`src/rtl/ibex_wb_pkg.sv`:
```
// rtl/ibex_wb_pkg.sv - shared types and helpers for the writeback sequencer
package ibex_wb_pkg;

  localparam int unsigned WbAddrWidth = 5;
  localparam int unsigned WbDataWidth = 32;

  typedef enum logic [1:0] {
    IDLE,
    SETUP,
    STROBE,
    HOLD
  } wb_state_e;

  typedef enum logic {
    SRC_ALU = 1'b0,
    SRC_LSU = 1'b1
  } wb_src_e;

  typedef struct packed {
    logic [WbAddrWidth-1:0] waddr;
    logic [WbDataWidth-1:0] wdata;
  } wb_req_t;

  // Phase counter counts down from (cycles-1), so it must hold max(setup, strobe)-1.
  function automatic int unsigned wb_cnt_width(input int unsigned setup, input int unsigned strobe);
    int unsigned m;
    m = (setup > strobe) ? setup : strobe;
    return (m > 1) ? $clog2(m) : 1;
  endfunction

endpackage

```
`src/rtl/ibex_wb_hold_reg.sv`:
```
// rtl/ibex_wb_hold_reg.sv - one-entry result buffer with x0 discard and drain clear
module ibex_wb_hold_reg
  import ibex_wb_pkg::*;
(
  input  logic    clk,
  input  logic    rst_n,
  input  logic    valid,
  output logic    ready,
  input  wb_req_t req,
  input  logic    clear,
  output logic    full,
  output wb_req_t held
);

  logic    full_q;
  wb_req_t req_q;

  // Clear only arrives while full and capture only while empty, so they never collide.
  always_ff @(posedge clk) begin
    if (!rst_n) begin
      full_q <= 1'b0;
      req_q  <= '0;
    end else if (clear) begin
      full_q <= 1'b0;
    end else if (valid && !full_q && (req.waddr != '0)) begin
      full_q <= 1'b1;
      req_q  <= req;
    end
  end

  assign ready = rst_n & ~full_q;
  assign full  = full_q;
  assign held  = req_q;

endmodule

```
`src/rtl/ibex_wb_sequencer.sv`:
```
// rtl/ibex_wb_sequencer.sv - writeback sequencer driving the register file write port
module ibex_wb_sequencer
  import ibex_wb_pkg::*;
#(
  parameter int unsigned DataWidth    = WbDataWidth,
  parameter int unsigned AddrWidth    = WbAddrWidth,
  parameter int unsigned SetupCycles  = 1,
  parameter int unsigned StrobeCycles = 1
) (
  input  logic                 clk_i,
  input  logic                 rst_ni,
  input  logic                 alu_valid_i,
  output logic                 alu_ready_o,
  input  logic [AddrWidth-1:0] alu_waddr_i,
  input  logic [DataWidth-1:0] alu_wdata_i,
  input  logic                 lsu_valid_i,
  output logic                 lsu_ready_o,
  input  logic [AddrWidth-1:0] lsu_waddr_i,
  input  logic [DataWidth-1:0] lsu_wdata_i,
  output logic                 rf_req_w_o,
  output logic [AddrWidth-1:0] rf_waddr_o,
  output logic [DataWidth-1:0] rf_wdata_alu_o,
  output logic [DataWidth-1:0] rf_wdata_lsu_o,
  output logic                 rf_soursel_o,
  input  logic [AddrWidth-1:0] chk_addr_i,
  output logic                 chk_hit_o,
  output logic                 wb_busy_o
);

  localparam int unsigned CntW = wb_cnt_width(SetupCycles, StrobeCycles);

  wb_req_t   alu_req, lsu_req, alu_held, lsu_held;
  logic      alu_full, lsu_full, alu_clear, lsu_clear;
  wb_state_e state_q, state_d;
  logic [CntW-1:0] cnt_q, cnt_d;
  logic      latch;
  wb_src_e   sel_src;

  assign alu_req.waddr = WbAddrWidth'(alu_waddr_i);
  assign alu_req.wdata = WbDataWidth'(alu_wdata_i);
  assign lsu_req.waddr = WbAddrWidth'(lsu_waddr_i);
  assign lsu_req.wdata = WbDataWidth'(lsu_wdata_i);

  ibex_wb_hold_reg u_alu_hold (
    .clk   (clk_i),
    .rst_n (rst_ni),
    .valid (alu_valid_i),
    .ready (alu_ready_o),
    .req   (alu_req),
    .clear (alu_clear),
    .full  (alu_full),
    .held  (alu_held)
  );

  ibex_wb_hold_reg u_lsu_hold (
    .clk   (clk_i),
    .rst_n (rst_ni),
    .valid (lsu_valid_i),
    .ready (lsu_ready_o),
    .req   (lsu_req),
    .clear (lsu_clear),
    .full  (lsu_full),
    .held  (lsu_held)
  );

  // HOLD behaves like IDLE on its last cycle so back-to-back writes need no idle gap.
  always_comb begin
    state_d = state_q;
    cnt_d   = cnt_q;
    latch   = 1'b0;
    sel_src = lsu_full ? SRC_LSU : SRC_ALU;
    case (state_q)
      IDLE, HOLD: begin
        if (alu_full || lsu_full) begin
          latch   = 1'b1;
          state_d = SETUP;
          cnt_d   = CntW'(SetupCycles - 1);
        end else begin
          state_d = IDLE;
        end
      end
      SETUP: begin
        if (cnt_q == '0) begin
          state_d = STROBE;
          cnt_d   = CntW'(StrobeCycles - 1);
        end else begin
          cnt_d = cnt_q - 1'b1;
        end
      end
      STROBE: begin
        if (cnt_q == '0) begin
          state_d = HOLD;
        end else begin
          cnt_d = cnt_q - 1'b1;
        end
      end
      default: state_d = IDLE;
    endcase
  end

  assign alu_clear = latch & (sel_src == SRC_ALU);
  assign lsu_clear = latch & (sel_src == SRC_LSU);

  always_ff @(posedge clk_i) begin
    if (!rst_ni) begin
      state_q <= IDLE;
      cnt_q   <= '0;
    end else begin
      state_q <= state_d;
      cnt_q   <= cnt_d;
    end
  end

  // The unselected data lane keeps its old value; only the latch edge touches rf_*.
  always_ff @(posedge clk_i) begin
    if (!rst_ni) begin
      rf_waddr_o     <= '0;
      rf_wdata_alu_o <= '0;
      rf_wdata_lsu_o <= '0;
      rf_soursel_o   <= 1'b0;
    end else if (latch) begin
      rf_soursel_o <= (sel_src == SRC_LSU);
      if (sel_src == SRC_LSU) begin
        rf_waddr_o     <= AddrWidth'(lsu_held.waddr);
        rf_wdata_lsu_o <= DataWidth'(lsu_held.wdata);
      end else begin
        rf_waddr_o     <= AddrWidth'(alu_held.waddr);
        rf_wdata_alu_o <= DataWidth'(alu_held.wdata);
      end
    end
  end

  assign rf_req_w_o = (state_q == STROBE);

  assign chk_hit_o = (chk_addr_i != '0) &&
                     ((alu_full && (alu_held.waddr == WbAddrWidth'(chk_addr_i))) ||
                      (lsu_full && (lsu_held.waddr == WbAddrWidth'(chk_addr_i))) ||
                      ((state_q != IDLE) && (rf_waddr_o == chk_addr_i)));

  assign wb_busy_o = (state_q != IDLE) | alu_full | lsu_full;

endmodule

```
`config.mk`:
```
export PLATFORM = sky130hd
export DESIGN_NAME = ibex_wb_sequencer
export DESIGN_NICKNAME = d
export VERILOG_FILES = /design/src/rtl/ibex_wb_pkg.sv /design/src/rtl/ibex_wb_hold_reg.sv /design/src/rtl/ibex_wb_sequencer.sv
export SDC_FILE = /design/constraint.sdc
export NUM_CORES = 1
export LEC_CHECK = 0
export BUFFER_PORTS_ARGS = -buffer_cell sky130_fd_sc_hd__buf_2
export CAP_MARGIN = 5
export CORE_ASPECT_RATIO = 1.5
export CORE_MARGIN = 10
export CORE_UTILIZATION = 52
export CTS_BUF_LIST = sky130_fd_sc_hd__clkbuf_16
export CTS_CLUSTER_DIAMETER = 80
export DETAILED_ROUTE_END_ITERATION = 16
export GPL_TIMING_DRIVEN = 0
export PLACE_DENSITY = 0.79
export SLEW_MARGIN = 10
export SYNTH_ARGS = -nofsm -noshare
export SYNTH_HDL_FRONTEND = slang
export SYNTH_SLANG_ARGS = --single-unit
```
`constraint.sdc`:
```
create_clock -name clk_i -period 2.1 [get_ports clk_i]
set_input_delay 0.42 -clock clk_i [delete_from_list [all_inputs] [get_ports clk_i]]
set_output_delay 0.42 -clock clk_i [all_outputs]
set_load 0.01 [all_outputs]
```
After elaboration in Yosys (flattened, before gate mapping)
Cells that the tools add are included.
{"block": "word_totals", "inputBits": 83, "elab_cells": 72, "register_bits": 149}
{"block": "classes", "add_sub_neg": 1, "mux": 11, "reduce_logical": 27, "eq_ne": 9, "n_bitwise": 12}
{"op": "$eq A5 B5 Y1", "count": 3}
{"op": "$reduce_bool A5 Y1", "count": 3}
{"op": "$reduce_and A2 Y1", "count": 5}
{"op": "$logic_and A1 B1 Y1", "count": 8}
{"op": "$reduce_or A2 Y1", "count": 4}
{"op": "$mux W1", "count": 6}
{"op": "$ne A2 B2 Y1 const B", "count": 3}
{"op": "$not A1 Y1", "count": 6}
{"op": "$pmux W2 S3", "count": 1}
{"op": "$mux W5", "count": 1}
{"op": "$and A1 B1 Y1", "count": 4}
{"op": "$eq A2 B2 Y1 const B", "count": 2}
{"op": "$mux W2", "count": 2}
{"op": "$logic_or A1 B1 Y1", "count": 3}
{"op": "$eq A2 B1 Y1 const B", "count": 1}
{"op": "$logic_not A1 Y1", "count": 2}
{"op": "$logic_not A2 Y1", "count": 1}
{"op": "$or A1 B1 Y1", "count": 2}
{"op": "$pmux W1 S2", "count": 1}
{"op": "$reduce_bool A2 Y1", "count": 1}
{"op": "$sub A1 B1 Y1 const B", "count": 1}

Depth between registers and ports, before layout
Gate-level depths: netlist of the first run.
{"block": "depth", "ltp_word": 6, "depth_mapped": 8, "depth_no_buf": 5}

Cells and area by module
A second synthesis of the first run with hierarchy kept.
{"block": "unflattened", "hier_cells": 681, "hier_area_um2": 6147.1}
{"module": "ibex_wb_hold_reg", "n_inst": 2, "cells_per_inst": 169, "seq_area_each_um2": 760.7, "area_per_inst_um2": 1551.5}
{"module": "ibex_wb_sequencer", "n_inst": 1, "cells_per_inst": 343, "seq_area_each_um2": 1441.4, "area_per_inst_um2": 3044.2}

Worst setup path before layout of the first run
OpenSTA, ideal clock, no wires.
{"block": "synth_path", "kind": "flip-flop to flip-flop", "start": "reg state_q[0]", "end": "reg rf_wdata_alu_o[10]", "path_buffers": 2, "path_stages_with_launch": 8, "t_required_ns": 1.984, "arrival_ns": 1.563, "setup_ns": 0.116, "setup_slack_ns": 0.421, "cell_sequence": "dfxtp_1 inv_1 ha_1 clkbuf_1 nor3_4 buf_4 mux2i_1 nor2b_1"}
{"block": "synth_between", "elab_chain_len": 4}
{"element": "from (decl)", "line": "ibex_wb_sequencer.sv:34", "source": "wb_state_e state_q, state_d;"}
{"element": "from (signal assigned)", "line": "ibex_wb_sequencer.sv:109", "source": "state_q <= state_d;"}
{"element": "$eq A2 B2 Y1 or $logic_not A2 Y1 (tied branches)", "line": "ibex_wb_sequencer.sv:72", "source": "case (state_q)"}
{"element": "$reduce_or A2 Y1 *", "line": "ibex_wb_sequencer.sv:72"}
{"element": "$mux W1 *", "line": "ibex_wb_sequencer.sv:72"}
{"element": "$reduce_and A2 Y1 (no source line) *"}
{"element": "to (signal assigned)", "line": "ibex_wb_sequencer.sv:128", "source": "rf_wdata_alu_o <= DataWidth'(alu_held.wdata);"}
{"element": "to (decl)", "line": "ibex_wb_sequencer.sv:22", "source": "output logic [DataWidth-1:0] rf_wdata_alu_o,"}
Every way passes the cells marked *; elsewhere a longest branch is shown, timed or not.
A chain may end at the register's enable or synchronous reset.

Worst setup path in the final report of the first run
{"block": "layout_path", "start": "reg u_alu_hold.req_q, in the netlist u_alu_hold.held[33]", "end": "out chk_hit_o"}
{"block": "layout_between", "elab_chain_len": 5}
{"element": "from (decl)", "line": "ibex_wb_hold_reg.sv:16", "source": "wb_req_t req_q;"}
{"element": "from (signal assigned)", "line": "ibex_wb_hold_reg.sv:27", "source": "req_q <= req;"}
{"element": "$eq A5 B5 Y1", "line": "ibex_wb_sequencer.sv:136", "source": "((alu_full && (alu_held.waddr == WbAddrWidth'(chk_addr_i))) ||"}
{"element": "$logic_and A1 B1 Y1", "line": "ibex_wb_sequencer.sv:136"}
{"element": "$logic_or A1 B1 Y1", "line": "ibex_wb_sequencer.sv:136"}
{"element": "$logic_or A1 B1 Y1", "line": "ibex_wb_sequencer.sv:137", "source": "(lsu_full && (lsu_held.waddr == WbAddrWidth'(chk_addr_i))) ||"}
{"element": "$logic_and A1 B1 Y1", "line": "ibex_wb_sequencer.sv:135", "source": "assign chk_hit_o = (chk_addr_i != '0) &&"}
{"element": "to (decl)", "line": "ibex_wb_sequencer.sv:26", "source": "output logic chk_hit_o,"}
No other way between the ends.

==> out/metrics.csv, run 1 <==
metric,value,unit
endpoint_kind,primary output,
post-route-util,67.7,%
reg2regPathDepth,7,
synth_area,5940,µm²
rows,47,
final_area,7520,µm²
vias_per_cell,4.98,
clock_latency,0.42,ns
grt_overflow,0,
initial_utilization,53.4,%
crit_fanout,3,
grt.total_usage,18.5,%
die_y,151,µm
rsz0062_at_grt,true,
relSlewSlack,66.7,%
root_buffer,clkbuf_16,
cts_tree,built,
numCtsBuffers,17,
p_total,0.00732,W
hpwl,11600,µm
clock_tree.buffer_depth,2,
vias,4858,
drcViolationCount,0,
cp_data_arrival_time,1.67,ns
hold_viol_final,0,
wl_met3,1340,µm
min_delay_path_depth,3,
die_area,16200,µm²
final_critical_path_setup_slack,0.00821,ns
fin_nets,900,
core_area,11100,µm²
postRouteAntennaNets,0,
period_needed,2.09,ns
antenna_found_initial,0,
htreeDepth,4,
io_pins,158,
dpl.cell_count,943,
met1_length,5760,µm
numPortBuffers,156,
setup_violations,0,
seq_area_frac_synth,49.9,%
syn_nets,725,
routed.top_layer,met4,
wl_met2,7630,µm
area_delta_synth_final,26.6,%
first_global_vias,5057,
crit_type,reg2out,
startpoint_type,flop,
outcome,"finished, final reports clean",
register_area,2970,µm²
antenna_cells,0,
power_density,974,nW/µm²
fin_cells,975,
p_leak,3.23,nW
postSynthCellCount,640,
wl,14900,µm
max_cap_viol_count,0,
grt_pass1_wl,24100,µm
grt_max_degree,17,
clk_pin_slew,0.06,ns
finalCritPeriodShare,99.6,%
ys_ff_latch,148,
dp_slack,0.0159,ns
hp-class,in2reg,
peakVddDrop,706,µV
cts_hold_buf,0,
worst_pin_slew,0.499,ns
multiInputGateArea,2740,µm²
finalClockSkew,0.00822,ns
clock_sinks,148,
fillers,901,
cp.required,1.68,ns
chipWidth,107,µm
globalplace.congestion,0.822,
synth_area_per_cell,9.28,µm²
drt_iter0_drc,104,
first_pass_iters,5,
fmax,478,MHz
wl_per_cell,15.3,µm
synth.yosys.warnings,0,
slew_viol_final,0,
layout-drive-gt1-share,30.1,%
synth_cell_types,32,
place_area,6900,µm²
==> stage by stage <==
step | setup TNS, ns | hold WS, ns
finish | 0 | 0.240
global route | -0.0543 | 0.238
CTS | 0 | 0.234
detailed placement | 0 | 0.446
global placement | 0 | 0.442
floorplan | 0 | 0.435
==> synthesized netlist by cell type, drive strengths merged <==
master,n,share of area (%)
buf,21,2.6
nor3b,1,0.13
xor2,13,1.9
inv,2,0.13
o21ai,3,0.51
nor4,3,0.32
a21oi,2,0.17
nor2b,40,4.2
nand2,215,14
a21boi,106,15
nand3,1,0.084
nor3,1,0.27
xnor2,2,0.29
o211a,5,0.84
a22oi,2,0.25
clkbuf,23,1.5
nor2,5,0.32
and2,1,0.11
a32oi,1,0.15
dfxtp,148,50
nand2b,1,0.11
or4,3,0.51
ha,2,0.42
o21a,2,0.25
mux2i,37,6.2
==> worst max-delay path, stage by stage, from the launching register on <==
cell,delay [ns]
dfxtp_2,0.33
xor2_1,0.16
nor4_1,0.29
a32oi_1,0.15
a21oi_1,0.18
buf_2,0.16
==> layer usage <==
metal  GRT usage, %  up-vias
met1           18.4     2274
li1               -     2436
met4           6.18        0
met2           33.4      134
met3           8.04       14
met5              0        -
==> placed cells by master, fill, tap and decap left out, types with 3 or more instances in the layout <==
cell type	n
o211a_1	5
nor2_1	5
clkbuf_16	17
clkbuf_2	3
a21boi_2	30
dfxtp_1	146
clkbuf_1	20
inv_6	4
a21boi_0	57
inv_1	3
nor2b_1	40
buf_6	6
buf_2	167
a21boi_1	19
clkinvlp_4	3
buf_4	4
bufinv_16	3
xor2_1	13
nand2_1	215
mux2i_1	37
==> kinds of logic (layout without fill, tap and decap cells) <==
logic type / after synthesis / after routing / share of synthesized area, %
AND/OR/NAND/NOR: 271 / 271 / 19.6
XOR/XNOR: 15 / 15 / 2.21
flip-flops: 148 / 148 / 49.9
AO/OA/AOI/OAI: 121 / 121 / 17.5
multiplexers: 37 / 37 / 6.24
buffers and inverters: 46 / 234 / 4.15
adder cells (fa/ha/maj): 2 / 2 / 0.421
==> registers in the layout (all words and copies together), names as in the netlist <==
signal           count
rf_soursel_o         1
u_lsu_hold.full      1
rf_waddr_o           5
u_alu_hold.full      1
u_lsu_hold.held     37
rf_wdata_alu_o      32
rf_wdata_lsu_o      32
state_q              2
u_alu_hold.held     37
==> timing repair <==
item / CTS / global route
buffers inserted: 0 / 0
endpoints found under the setup margin: 0 / 32
gates resized for setup: 0 / 9
==> final timing paths <==
path | from | slack [ns] | endpoint
worst max-delay path | u_alu_hold.held[33] | 0.008 | chk_hit_o
worst min-delay path | lsu_wdata_i[25] | 0.24 | u_lsu_hold.held[25]
worst max register to register | state_q[0] | 0.21 | rf_wdata_alu_o[19]
worst min register to register | u_lsu_hold.held[21] | 0.45 | u_lsu_hold.held[21]
==> where the power goes <==
group	leakage, nW	total, W	switching [W]	internal [W]
Combinational	1.73	0.00113	0.000640	0.000489
Sequential	1.21	0.00312	0.000116	0.00300
Clock	0.292	0.00308	0.00120	0.00188
==> cell type report <==
| class | instances | area share, % |
|---|---|---|
| well taps | 147 | 2.45 |
| multi-input cells | 446 | 36.4 |
| plain buffers | 44 | 3.23 |
| inverters | 2 | 0.0998 |
| flip-flops and latches | 148 | 39.4 |
| clock buffers | 17 | 5.66 |
| clock inverters | 15 | 2.38 |
| repair buffers | 156 | 10.4 |
No activity file was read; power rests on OpenSTA's default activity.
==> run 2, diff against run 1 <==
--- a/config.mk
+++ b/config.mk
@@ -15,6 +15,7 @@
 export DETAILED_ROUTE_END_ITERATION = 16
 export GPL_TIMING_DRIVEN = 0
 export PLACE_DENSITY = 0.79
+export SETUP_SLACK_MARGIN = 0.15
 export SLEW_MARGIN = 10
 export SYNTH_ARGS = -nofsm -noshare
 export SYNTH_HDL_FRONTEND = slang
==> constraint.sdc (replaced) <==
create_clock -name clk_i -period 2.1 [get_ports clk_i]
set_input_delay 0.21 -clock clk_i [delete_from_list [all_inputs] [get_ports clk_i]]
set_output_delay 0.21 -clock clk_i [all_outputs]
set_load 0.01 [all_outputs]
==> run 2 against run 1 <==
Clock-buffer cell count unchanged. Worst setup slack better by 0.22 ns. Cell area up 0.52%. Largest cell class unchanged. Clock power about the same. Power up 0.49%. Largest power group unchanged.
==> out/metrics.csv, run 2 (synthesized netlist as in run 1, its figures left out) <==
metric,value,unit,change
drcViolationCount,0,,unchanged
slew_viol_final,0,,unchanged
register_area,2960,µm²,was 2970 µm²
comb_power_share,15.9,%,was 15.4%
grt_overflow,0,,unchanged
wl,14900,µm,about the same
clock_latency,0.41,ns,was 0.42 ns
core_area,11100,µm²,unchanged
crit_fanout,3,,unchanged
layout-drive-gt1-share,30.4,%,was 30.1%
holdWs,0.0333,ns,was 0.240 ns
peakVddDrop,693,µV,was 706 µV
numPortBuffers,156,,unchanged
tns,0,ns,unchanged
die_area,16200,µm²,unchanged
die_y,151,µm,unchanged
vias_per_cell,4.94,,was 4.98
startpoint_type,flop,,unchanged
r2r-start,state_q[0],,unchanged
clock_sinks,148,,unchanged
hp-class,in2reg,,unchanged
power_density,973,nW/µm²,was 974 nW/µm²
r2r_setup_slack,0.30,ns,was 0.21 ns
grt_pass1_wl,24100,µm,about the same
crit_start,u_alu_hold.held[33],,unchanged
finalClockSkew,0.00780,ns,was 0.00822 ns
rows,47,,unchanged
cts_hold_buf,0,,unchanged
cp_data_arrival_time,1.67,ns,about the same
clockPowerShare,41.7,%,was 42.0%
finalCritPeriodShare,89.3,%,was 99.6%
post-route-util,68.0,%,was 67.7%
htreeDepth,4,,unchanged
root_buffer,clkbuf_16,,unchanged
antenna_cells,0,,unchanged
clk_pin_slew,0.06,ns,about the same
outcome,"finished, final reports clean",,unchanged
crit_type,reg2out,,unchanged
multiInputGateArea,2740,µm²,unchanged
vias,4834,,"was 4,858"
wl_per_cell,15.2,µm,was 15.3 µm
hpwl,11600,µm,unchanged
layout_common_cells,"nand2_1, buf_2, dfxtp_1",,unchanged
fmax,533,MHz,was 478 MHz
grt.total_usage,18.5,%,about the same
io_pins,158,,unchanged
wl_met2,7580,µm,was 7630 µm
dp_slack,0.0159,ns,unchanged
max_cap_viol_count,0,,unchanged
wl_met3,1290,µm,was 1340 µm
min_from,lsu_wdata_i[25],,unchanged
worst_pin_slew,0.514,ns,was 0.499 ns
endpoint_kind,primary output,,unchanged
postRouteAntennaNets,0,,unchanged
routed.top_layer,met4,,unchanged
first_pass_iters,4,,was 5
reg2regPathDepth,8,,was 7
grt_max_degree,17,,unchanged
cp.required,1.89,ns,was 1.68 ns
seqPwrFrac,42.3,%,was 42.6%
antenna_found_initial,0,,unchanged
p_sw,0.00196,W,about the same
met1_length,5900,µm,was 5760 µm
fin_nets,904,,was 900
layout_commonest_cell,nand2_1,,unchanged
cts_tree,built,,unchanged
final_critical_path_setup_slack,0.225,ns,was 0.00821 ns
hold_viol_final,0,,unchanged
numCtsBuffers,17,,unchanged
min_delay_path_depth,3,,unchanged
drt_iter0_drc,93,,was 104
area_delta_synth_final,27.3,%,was 26.6%
globalplace.congestion,0.822,,unchanged
swShare,26.6,%,was 26.7%
setup_violations,0,,unchanged
relSlewSlack,65.7,%,was 66.7%
p_int,0.00540,W,was 0.00537 W
clock_tree.buffer_depth,2,,unchanged
period_needed,1.88,ns,was 2.09 ns
p_leak,3.26,nW,was 3.23 nW
fillers,896,,was 901
first_global_vias,5057,,unchanged
chipWidth,107,µm,unchanged
rsz0062_at_grt,false,,was true
initial_utilization,53.4,%,unchanged
## run 2: power groups by stage
stage | Combinational (W) | Sequential (W) | Clock, W
floorplan | 0.000735 | 0.00319 | 0
global placement | 0.00111 | 0.00316 | 0
detailed placement | 0.00114 | 0.00318 | 0
CTS | 0.00114 | 0.00312 | 0.00311
global route | 0.00130 | 0.00313 | 0.00323
finish | 0.00117 | 0.00312 | 0.00307
## run 2: critical path, cell delays in order (launching register included)
cell and delay [ns]:
dfxtp_1 0.33, xor2_1 0.16, nor4_1 0.28, a32oi_1 0.15
a21oi_1 0.17, buf_2 0.16
## run 2: through the flow
step | total power (W) | area, µm² | instances
finish | 0.00736 | 7560 | 979
global route | 0.00767 | 7560 | 979
CTS | 0.00737 | 7510 | 975
detailed placement | 0.00431 | 6900 | 943
global placement | 0.00427 | 6900 | 943
floorplan | 0.00392 | 5940 | 640
## run 2: final timing paths
kind                              end
setup / recovery            chk_hit_o
hold / removal    u_lsu_hold.held[25]
setup reg to reg   rf_wdata_alu_o[19]
hold reg to reg   u_lsu_hold.held[21]
## run 2: layout make-up
class | instances | share of cell area (%)
sequential | 148 | 39.2
multi-input combinational | 446 | 36.2
timing repair buffer | 160 | 10.7
clock buffer | 17 | 5.63
buffer | 44 | 3.36
tap | 147 | 2.43
clock inverter | 15 | 2.37
inverter | 2 | 0.0993
## run 2: repair_timing
action / in CTS / in global routing
resized for setup: 3 / 7
setup endpoints to repair: 19 / 56
pin swaps: 1 / 2
gates cloned: 0 / 0
hold endpoints to repair: 0 / 0
setup buffers: 0 / 4
## run 2: metal layers
metal / vias to the layer above / GRT usage (%)
met5: - / 0
met4: 0 / 6.18
met3: 14 / 8.04
met2: 122 / 33.4
met1: 2256 / 18.4
li1: 2442 / -
